==> src/rtl/regfile_pkg.sv <==
// -----------------------------------------------------------------------------
// regfile_pkg
//   Shared types and constants for the register-file write arbiter.
//   Contents:
//     REG_ADDR_W, XLEN, NUM_REGS  register-file geometry
//     arb_state_e                 arbiter FSM states
//     reg_addr_t                  register index type
//     CLR_FIRST / CLR_LAST        first and last index written by the clear
//                                 sequence (x0 is hard-wired, so it is skipped)
//     wrap_inc()                  modulo increment for the round-robin pointer
// -----------------------------------------------------------------------------
package regfile_pkg;

    localparam int REG_ADDR_W = 5;
    localparam int XLEN       = 32;
    localparam int NUM_REGS   = 32;

    typedef enum logic {
        ARB_IDLE,
        ARB_CLEAR
    } arb_state_e;

    typedef logic [REG_ADDR_W-1:0] reg_addr_t;

    localparam reg_addr_t CLR_FIRST = reg_addr_t'(1);
    localparam reg_addr_t CLR_LAST  = reg_addr_t'(NUM_REGS - 1);

    // Increment idx and wrap to 0 once it reaches n-1.
    function automatic int unsigned wrap_inc(input int unsigned idx, input int unsigned n);
        return (idx >= n - 1) ? 0 : idx + 1;
    endfunction

endpackage

==> src/rtl/regfile_wr_arbiter_rr_arbiter.sv <==
// -----------------------------------------------------------------------------
// rr_arbiter
//   Purely combinational round-robin picker. Searches req starting at ptr,
//   then ptr+1, ... modulo N, and grants the first set bit.
//   Ports:
//     req      in   N    request vector
//     ptr      in   IW   index with highest priority this cycle
//     en       in   1    when low, no grant is issued
//     gnt      out  N    one-hot (or zero) grant
//     gnt_idx  out  IW   index of the granted bit (0 when nothing granted)
// -----------------------------------------------------------------------------
module rr_arbiter #(
    parameter int N  = 3,
    parameter int IW = (N > 1) ? $clog2(N) : 1
) (
    input  logic [N-1:0]  req,
    input  logic [IW-1:0] ptr,
    input  logic          en,
    output logic [N-1:0]  gnt,
    output logic [IW-1:0] gnt_idx
);

    logic        w_found;
    int unsigned w_pos;

    always_comb begin
        gnt     = '0;
        gnt_idx = '0;
        w_found = 1'b0;
        w_pos   = 0;
        for (int i = 0; i < N; i++) begin
            // Candidate position i steps after the pointer, wrapped into 0..N-1.
            w_pos = int'(ptr) + i;
            if (w_pos >= N) begin
                w_pos = w_pos - N;
            end
            if (en && !w_found && req[w_pos]) begin
                gnt[w_pos] = 1'b1;
                gnt_idx    = IW'(w_pos);
                w_found    = 1'b1;
            end
        end
    end

endmodule

==> src/rtl/regfile_wr_arbiter.sv <==
// -----------------------------------------------------------------------------
// regfile_wr_arbiter
//   Shares the single register-file write port among NREQ writeback sources
//   with round-robin arbitration, and runs a sequenced clear of x1..x31.
//   Every output towards the register file is registered.
//
//   Optional feature macro: REGFILE_ARB_STAT_EN
//     defined   -> grant_cnt_o port and saturating per-requester accept counters
//     undefined -> port and counters absent, behaviour otherwise identical
//
//   Ports:
//     clk_i         in   1             clock
//     rst_i         in   1             synchronous active-high reset
//     req_valid_i   in   NREQ          requester k has a write pending
//     req_addr_i    in   NREQ*5        dest reg of requester k, [5k+4:5k]
//     req_data_i    in   NREQ*32       write data of requester k, [32k+31:32k]
//     req_ready_o   out  NREQ          one-hot grant (accept = valid & ready)
//     clear_i       in   1             pulse: start the clear sequence
//     clear_busy_o  out  1             high while the clear sequence runs
//     rd_addr_o     out  5             register-file write address
//     rd_data_o     out  32            register-file write data
//     rd_wren_o     out  1             register-file write enable
//     grant_cnt_o   out  NREQ*STAT_W   accepted writes per requester (STAT only)
//
//   FSM states:
//     state     | meaning
//     ----------+--------------------------------------------------------
//     ARB_IDLE  | arbitrating requesters, one accepted write per cycle
//     ARB_CLEAR | writing zero to clr_idx each cycle, requesters stalled
// -----------------------------------------------------------------------------
module regfile_wr_arbiter
    import regfile_pkg::*;
#(
    parameter int NREQ   = 3,
    parameter int STAT_W = 16
) (
    input  logic                       clk_i,
    input  logic                       rst_i,
    input  logic [NREQ-1:0]            req_valid_i,
    input  logic [NREQ*REG_ADDR_W-1:0] req_addr_i,
    input  logic [NREQ*XLEN-1:0]       req_data_i,
    output logic [NREQ-1:0]            req_ready_o,
    input  logic                       clear_i,
    output logic                       clear_busy_o,
    output logic [REG_ADDR_W-1:0]      rd_addr_o,
    output logic [XLEN-1:0]            rd_data_o,
    output logic                       rd_wren_o
`ifdef REGFILE_ARB_STAT_EN
    ,
    output logic [NREQ*STAT_W-1:0]     grant_cnt_o
`endif
);

    localparam int IDX_W = $clog2(NREQ);

    arb_state_e       r_state;
    reg_addr_t        r_clr_idx;
    logic [IDX_W-1:0] r_rr_ptr;
    reg_addr_t        r_rd_addr;
    logic [XLEN-1:0]  r_rd_data;
    logic             r_rd_wren;
    logic             r_clear_busy;

    logic             w_arb_en;
    logic [NREQ-1:0]  w_gnt;
    logic [IDX_W-1:0] w_gnt_idx;
    logic             w_accept;
    logic [IDX_W-1:0] w_ptr_next;
    reg_addr_t        w_sel_addr;
    logic [XLEN-1:0]  w_sel_data;

    // No grants while in reset, while clearing, or in the cycle clear_i is
    // seen: the write port is about to belong to the clear sequence.
    assign w_arb_en = !rst_i && (r_state == ARB_IDLE) && !clear_i;

    rr_arbiter #(
        .N  (NREQ),
        .IW (IDX_W)
    ) u_rr_arbiter (
        .req     (req_valid_i),
        .ptr     (r_rr_ptr),
        .en      (w_arb_en),
        .gnt     (w_gnt),
        .gnt_idx (w_gnt_idx)
    );

    // The arbiter only grants valid requesters, so any grant is an accept.
    assign w_accept    = |w_gnt;
    assign req_ready_o = w_gnt;
    assign w_ptr_next  = IDX_W'(wrap_inc(int'(w_gnt_idx), NREQ));

    always_comb begin
        w_sel_addr = '0;
        w_sel_data = '0;
        for (int k = 0; k < NREQ; k++) begin
            if (w_gnt[k]) begin
                w_sel_addr = req_addr_i[k*REG_ADDR_W +: REG_ADDR_W];
                w_sel_data = req_data_i[k*XLEN +: XLEN];
            end
        end
    end

    always_ff @(posedge clk_i) begin
        if (rst_i) begin
            r_state      <= ARB_IDLE;
            r_clr_idx    <= '0;
            r_rr_ptr     <= '0;
            r_rd_addr    <= '0;
            r_rd_data    <= '0;
            r_rd_wren    <= 1'b0;
            r_clear_busy <= 1'b0;
        end else begin
            case (r_state)
                ARB_IDLE: begin
                    if (w_accept) begin
                        r_rr_ptr  <= w_ptr_next;
                        r_rd_addr <= w_sel_addr;
                        r_rd_data <= w_sel_data;
                        // x0 is read-only: the write is consumed but not issued.
                        r_rd_wren <= (w_sel_addr != '0);
                    end else begin
                        r_rd_wren <= 1'b0;
                    end
                    if (clear_i) begin
                        // First clear write is presented in the very next cycle.
                        r_state      <= ARB_CLEAR;
                        r_clr_idx    <= CLR_FIRST;
                        r_rd_addr    <= CLR_FIRST;
                        r_rd_data    <= '0;
                        r_rd_wren    <= 1'b1;
                        r_clear_busy <= 1'b1;
                    end
                end
                ARB_CLEAR: begin
                    // r_clr_idx is the index currently on rd_addr_o.
                    if (r_clr_idx == CLR_LAST) begin
                        r_state      <= ARB_IDLE;
                        r_rd_wren    <= 1'b0;
                        r_clear_busy <= 1'b0;
                    end else begin
                        r_clr_idx <= r_clr_idx + reg_addr_t'(1);
                        r_rd_addr <= r_clr_idx + reg_addr_t'(1);
                        r_rd_data <= '0;
                        r_rd_wren <= 1'b1;
                    end
                end
                default: begin
                    r_state <= ARB_IDLE;
                end
            endcase
        end
    end

    assign rd_addr_o    = r_rd_addr;
    assign rd_data_o    = r_rd_data;
    assign rd_wren_o    = r_rd_wren;
    assign clear_busy_o = r_clear_busy;

`ifdef REGFILE_ARB_STAT_EN
    logic [STAT_W-1:0] r_grant_cnt [NREQ];

    always_ff @(posedge clk_i) begin
        if (rst_i) begin
            for (int k = 0; k < NREQ; k++) begin
                r_grant_cnt[k] <= '0;
            end
        end else begin
            // Grants only happen in IDLE, so clear writes never count.
            for (int k = 0; k < NREQ; k++) begin
                if (w_gnt[k] && !(&r_grant_cnt[k])) begin
                    r_grant_cnt[k] <= r_grant_cnt[k] + STAT_W'(1);
                end
            end
        end
    end

    for (genvar g = 0; g < NREQ; g++) begin : g_cnt_out
        assign grant_cnt_o[g*STAT_W +: STAT_W] = r_grant_cnt[g];
    end
`endif

endmodule

==> config.mk <==
export PLATFORM = sky130hd
export DESIGN_NAME = regfile_wr_arbiter
export DESIGN_NICKNAME = d
export VERILOG_FILES = /design/src/rtl/regfile_pkg.sv /design/src/rtl/regfile_wr_arbiter_rr_arbiter.sv /design/src/rtl/regfile_wr_arbiter.sv
export SDC_FILE = /design/constraint.sdc
export NUM_CORES = 1
export LEC_CHECK = 0
export CELL_PAD_IN_SITES_DETAIL_PLACEMENT = 1
export CELL_PAD_IN_SITES_GLOBAL_PLACEMENT = 2
export CORE_MARGIN = 10
export CORE_UTILIZATION = 18
export CTS_CLUSTER_SIZE = 12
export DETAILED_ROUTE_END_ITERATION = 8
export PLACE_DENSITY = 0.79
export RECOVER_POWER = 25
export SLEW_MARGIN = 20
export SYNTH_ARGS = -nofsm -noshare
export SYNTH_HDL_FRONTEND = slang
export SYNTH_SLANG_ARGS = --single-unit
==> constraint.sdc <==
create_clock -name clk_i -period 2.56 [get_ports clk_i]
set_input_delay 0.256 -clock clk_i [delete_from_list [all_inputs] [get_ports clk_i]]
set_output_delay 0.256 -clock clk_i [all_outputs]
set_load 0.03 [all_outputs]
# == Word level (Yosys, flattened, before mapping) ==
# Cells that the tools add are included.
# totals
input_bits,117
out_inout_bits,42
elab_cells,101
register_bits,47
# classes
n_mux,49
bitwise_logic,3
n_addsub,7
magnitude_cmp,10
n_reduce_logical,20
eq_ne,5
# op_table
cell,n
$mux W32,9
$ge A32 B1 Y1 const B,3
$lt A32 B3 Y1 const B,3
$ge A32 B2 Y1 const B,2
$pmux W32 S2,1
$sub A32 B2 Y32 const B,2
$mux W5,7
$pmux W5 S2,2
$mux W1,14
$logic_and A1 B1 Y1,10
$mux W3,3
$mux W2,4
$reduce_and A2 Y1,4
$bmux W1 S2,3
$demux W1 S2,3
$or A3 B3 Y3,2
$pmux W1 S2,3
$add A5 B1 Y5 const B,1
$eq A5 B5 Y1 const B,1
$reduce_bool A5 Y1,1
$ge A2 B2 Y1 const B,2
$logic_not A1 Y1,4
$ne A2 B2 Y1 const B,2
$add A2 B1 Y3 const B,1
7 further kinds,7

# == Depth between registers and ports, before layout ==
# depth
ltp_word,21
mapped_depth,14
depth_no_buf,10

# == Hierarchy ==
# Synthesis repeated with hierarchy kept, for this count alone.
# unflattened
hier_cells,322
area_unflattened_um2,2875.3
# modules_own_cells
module,instances,area_each_um2,cells_each
regfile_wr_arbiter,1,2558.7,284
rr_arbiter,1,316.6,38

# == Worst setup path after synthesis ==
# Ideal clock, no wire load.
# synth_path
path_type,reg2reg
startpoint,register r_rr_ptr[0]
endpoint,register r_rd_data[18] (netlist: rd_data_o[18])
stages_incl_launch_ff,14
arrival_time_ns,2.475
synth_period_minus_slack_ns,2.607
n_path_buf,3
slack_ns,-0.047
setup_time_ns,0.132
path_cell_list,dfxtp_1 inv_1 ha_1 buf_2 o21a_1 or3_1 a32oi_1 or2_1 buf_2 inv_2 clkbuf_1 a21o_1 o22ai_1 a21oi_1
# synth_lines
element,line,rtl
"start, declared",regfile_wr_arbiter.sv:58,logic [IDX_W-1:0] r_rr_ptr;
"start signal, assigned",regfile_wr_arbiter.sv:116,r_rr_ptr <= w_ptr_next;
branches (longest 13 deep; another with $sub A32 B2 Y32),-,
$mux W3 (*),regfile_wr_arbiter_rr_arbiter.sv:37,if (en && !w_found && req[w_pos]) begin
named net req_ready_o[2],regfile_wr_arbiter.sv:42,"output logic [NREQ-1:0] req_ready_o,"
$mux W32,regfile_wr_arbiter.sv:96,if (w_gnt[k]) begin
$mux W32,regfile_wr_arbiter.sv:115,if (w_accept) begin
$mux W32,regfile_wr_arbiter.sv:124,if (clear_i) begin
$pmux W32 S2,regfile_wr_arbiter.sv:113,case (r_state)
"end signal, assigned",regfile_wr_arbiter.sv:118,r_rd_data <= w_sel_data;
"end, declared",regfile_wr_arbiter.sv:60,logic [XLEN-1:0] r_rd_data;
# Mark *: on every way through the listed nets, which the timed path passes. The select of a mux whose other input is x is not followed.
# A chain may end at the register's enable or synchronous reset.

# == Worst setup path in the final report ==
# layout_path
startpoint,register r_rr_ptr[1]
endpoint,register r_rd_addr[0] (netlist: rd_addr_o[0])
# layout_via
elab_chain_cells,20
# layout_lines
element,line,rtl
branches (longest 13 deep; another with $sub A32 B2 Y32),-,
$mux W3 (*),regfile_wr_arbiter_rr_arbiter.sv:37,
$mux W5 (3 in series),regfile_wr_arbiter.sv:96,
$mux W5,regfile_wr_arbiter.sv:115,
$mux W5,regfile_wr_arbiter.sv:124,
$pmux W5 S2,regfile_wr_arbiter.sv:113,
"end signal, assigned",regfile_wr_arbiter.sv:117,r_rd_addr <= w_sel_addr;
"end signal, assigned",regfile_wr_arbiter.sv:142,r_rd_addr <= r_clr_idx + reg_addr_t'(1);
"end, declared",regfile_wr_arbiter.sv:59,reg_addr_t r_rd_addr;
# Every way passes the cells marked *. The select of a mux whose other input is x is not followed.

==> metrics.md <==
| Metric | Value |
|---|---|
| Met2 Wirelength | `roughly 7600 um` |
| Sequential area share after synthesis | `0.335` |
| Mapped Nets | `~480` |
| RSZ-0062 raised after global routing | `yes` |
| Leakage power | `around 2.5 nW` |
| Commonest non-fill, non-tap cells in the layout | `clkdlybuf4s50_1 (145), dfxtp_1 (45), buf_4 (40), and3_1 (32), a21o_1 (31)` |
| Worst path slowest cell | `a2111oi_4` |
| Tot Pwr | `2.39 mW` |
| Layout cells sized above 1 | `0.243` |
| Final worst-path cycle share | `1.03` |
| Synth cell types | `50` |
| Placed Area | `approximately 4800 um2` |
| Dominant synthesized flop cell | `dfxtp_1` |
| Dpl hpwl | `between 10000 and 15000 um` |
| HP Class | `flop to flop` |
| Routability Congestion | `0.875` |
| CP peak stage delay | `~360 ps` |
| Cell family with most CP delay | `compound AO/OA/AOI/OAI gates` |
| Final setup fails | `30` |
| DRC viols | `0` |
| Mapped Cells | `~360` |
| Met3 routed wirelength | `1490 um` |
| Relative slew slack | `0.532` |
| Worst Hold Launch | `rd_data_o[18]` |
| Clk sink count | `47` |
| CTS buffer count | `5` |
| Worst-skew pair later-pin latency | `between 200 and 300 ps` |
| Setup CP Type | `flop to flop` |
| Core area | `~15000 um2` |
| Yosys Warn Count | `0` |
| IO Pins | `between 150 and 200` |
| Total GRT Usage | `0.135` |
| Max Used Layer | `met5` |
| Multi-input logic area | `1980 um2` |
| Post-synth EDFFs | `0` |
| Clock buffer depth | `2` |
| Max Slew Vio Count | `0` |
| Area grow syn2layout | `99.9%` |
| Filler cell count | `approximately 1800` |
| Asr flop ratio synth | `0` |
| Sequential cell area | `948 um2` |
| FP Rows | `45` |
| Setup ws final | `-83.0 ps` |
| Final Cell Area | `5610 um2` |
| Peak Freq | `0.378 GHz` |
| Worst Setup End Kind | `flop` |
| Die width | `about 140 um` |
| Max cap viols | `0` |
| Met1 wire length | `~6000 um` |
| Post-Synthesis Cell Area | `2810 um2` |
| Avg Cell Area, Syn | `approximately 8 um2` |
| CP Max Fanout | `6` |
| Die ar. | `approximately 21000 um2` |
| Clock Pin Slew Worst Setup and Hold Paths | `~60 ps` |
| Failing checks | `setup timing` |
| Required time worst endpoint | `between 2000 and 3000 ps` |
| Maximum vdd drop | `between 0.15 and 0.2 mV` |
| Pre-CTS WS | `-361 ps` |
| Initial antenna violation count | `1` |
| Iter 0 DRT Violations | `approximately 110` |
| Hold bufs inserted after CTS | `0` |
| Worst Path Buf+Inv | `6` |
| Most common library cell in the layout ignoring fill and taps | `clkdlybuf4s50_1` |
| FF-to-FF Start | `r_rr_ptr[1]` |
| DR vias | `between 3000 and 4000` |
| CTS tree | `built` |
| CTS root buffer | `clkbuf_16` |
| Crit. Startpoint | `r_rr_ptr[1]` |
| Crit path time final | `between 2000 and 3000 ps` |
| Worst hold margin | `450 ps` |
| Final nets | `around 670` |
| TritonRoute pass-1 iters | `4` |
| Global-route wire length before repair | `21900 um` |
| Global route total overflow | `0` |
| Slew @ Worst Pin | `around 690 ps` |
| Vias in the first global route | `3740` |
| Largest net degree at the start of global routing | `between 40 and 50` |
| Number of synthesized register bits | `between 40 and 50` |
| Fin. Hold Viols | `0` |
| PwrDens | `approximately 430 nW/um2` |
| I/O Buffers | `between 150 and 200` |
| Critical path's most frequent cell | `buf_6` |
| Final TNS setup | `-1470 ps` |
| Critical path arrival | `2870 ps` |
| Routed len/inst | `20.1 um` |
| H-tree Lvls | `2` |
| Routed Antenna Nets | `0` |
| Status | `finished with violations` |
| Chip Height | `around 140 um` |
| Total wire length | `15300 um` |
| Clock skew | `~8.6 ps` |
| CP Launch Type | `flop` |
| Via/cell ratio | `4.73` |
| Critical path cell sequence | `buf_6 -> ha_4 -> buf_4 -> a2111oi_4 -> a221oi_2 -> or2_1 -> inv_2 -> buf_6 -> nor4_4 -> buf_6 -> buf_6 -> a211o_1 -> a21oi_2` |
| Initial core utilization | `0.184` |
state kept, by name (all words and copies together) (netlist names):
name and flops:
rd_wren_o 1, r_clr_idx 5, rd_data_o 32, r_rr_ptr 2, clear_busy_o 1, rd_addr_o 5, r_state 1
cells in the mapped netlist, types with 6 or more instances:
cell	number	area (um2)
dfxtp_1	47	941
o21ai_0	6	30.0
clkbuf_1	15	56.3
a21o_1	31	233
buf_2	13	65.1
a21oi_1	43	215
nor2_1	13	48.8
ha_1	6	75.1
o22ai_1	32	200
nand2_1	42	158
and3_1	32	200
nand3_1	8	40.0
nor2b_1	6	37.5
timing repair:
item | in CTS | in global routing
hold endpoints to repair | 0 | 0
cloned | 2 | 2
pin swaps | 11 | 35
setup buffers | 11 | 11
endpoints found under the setup margin | 43 | 43
resized for setup | 38 | 73
where the power goes:
part | switching (mW) | internal [mW] | leakage, nW
registers | 0.0342 | 0.775 | 0.385
logic | 0.392 | 0.453 | 2.04
clock network | 0.277 | 0.456 | 0.0769
total | 0.703 | 1.68 | 2.50
cell type report:
cell class                      count  area share
Tap cell                          211      0.0471
Multi-Input combinational cell    269       0.353
Clock inverter                      1     0.00535
Timing Repair Buffer              219       0.396
Clock buffer                        6      0.0230
Sequential cell                    47       0.169
Antenna cell                        2    0.000892
Inverter                            6     0.00491
routing by layer:
metal,vias to the layer above,global-route usage
met3,16,0.0463
li1,1693,-
met4,2,0.0335
met2,122,0.235
met5,-,0
met1,1766,0.154
cell families after synthesis:
logic type,share of synthesized area
buf+inv,0.0687
compound gates,0.332
mux,0.0178
fa+ha+maj,0.0268
simple gates,0.213
xor+xnor,0.00625
flops,0.335
path summary, 6_finish.rpt:
check | slack [ps] | end | cells after the start
hold / removal | 450 | rd_data_o[18] | 2
setup reg to reg | -80 | rd_addr_o[0] | 13
hold reg to reg | 450 | rd_data_o[18] | 2
setup / recovery | -80 | rd_addr_o[0] | 13
through the flow:
stage               utilization  std cells
detailed placement        0.313        726
finish                    0.368        761
global route              0.367        759
CTS                       0.340        746
global placement          0.313        726
floorplan                     -        358
worst reg2reg max path, cell delays in order, from the launching register on:
cell and delay (ps):
dfxtp_4 350, buf_6 120, ha_4 250, buf_4 150, a2111oi_4 360, a221oi_2 120
or2_1 290, inv_2 100, buf_6 130, nor4_4 50, buf_6 130, buf_6 130
a211o_1 260, a21oi_2 140
Note: power is estimated with default switching activity, not from simulation.
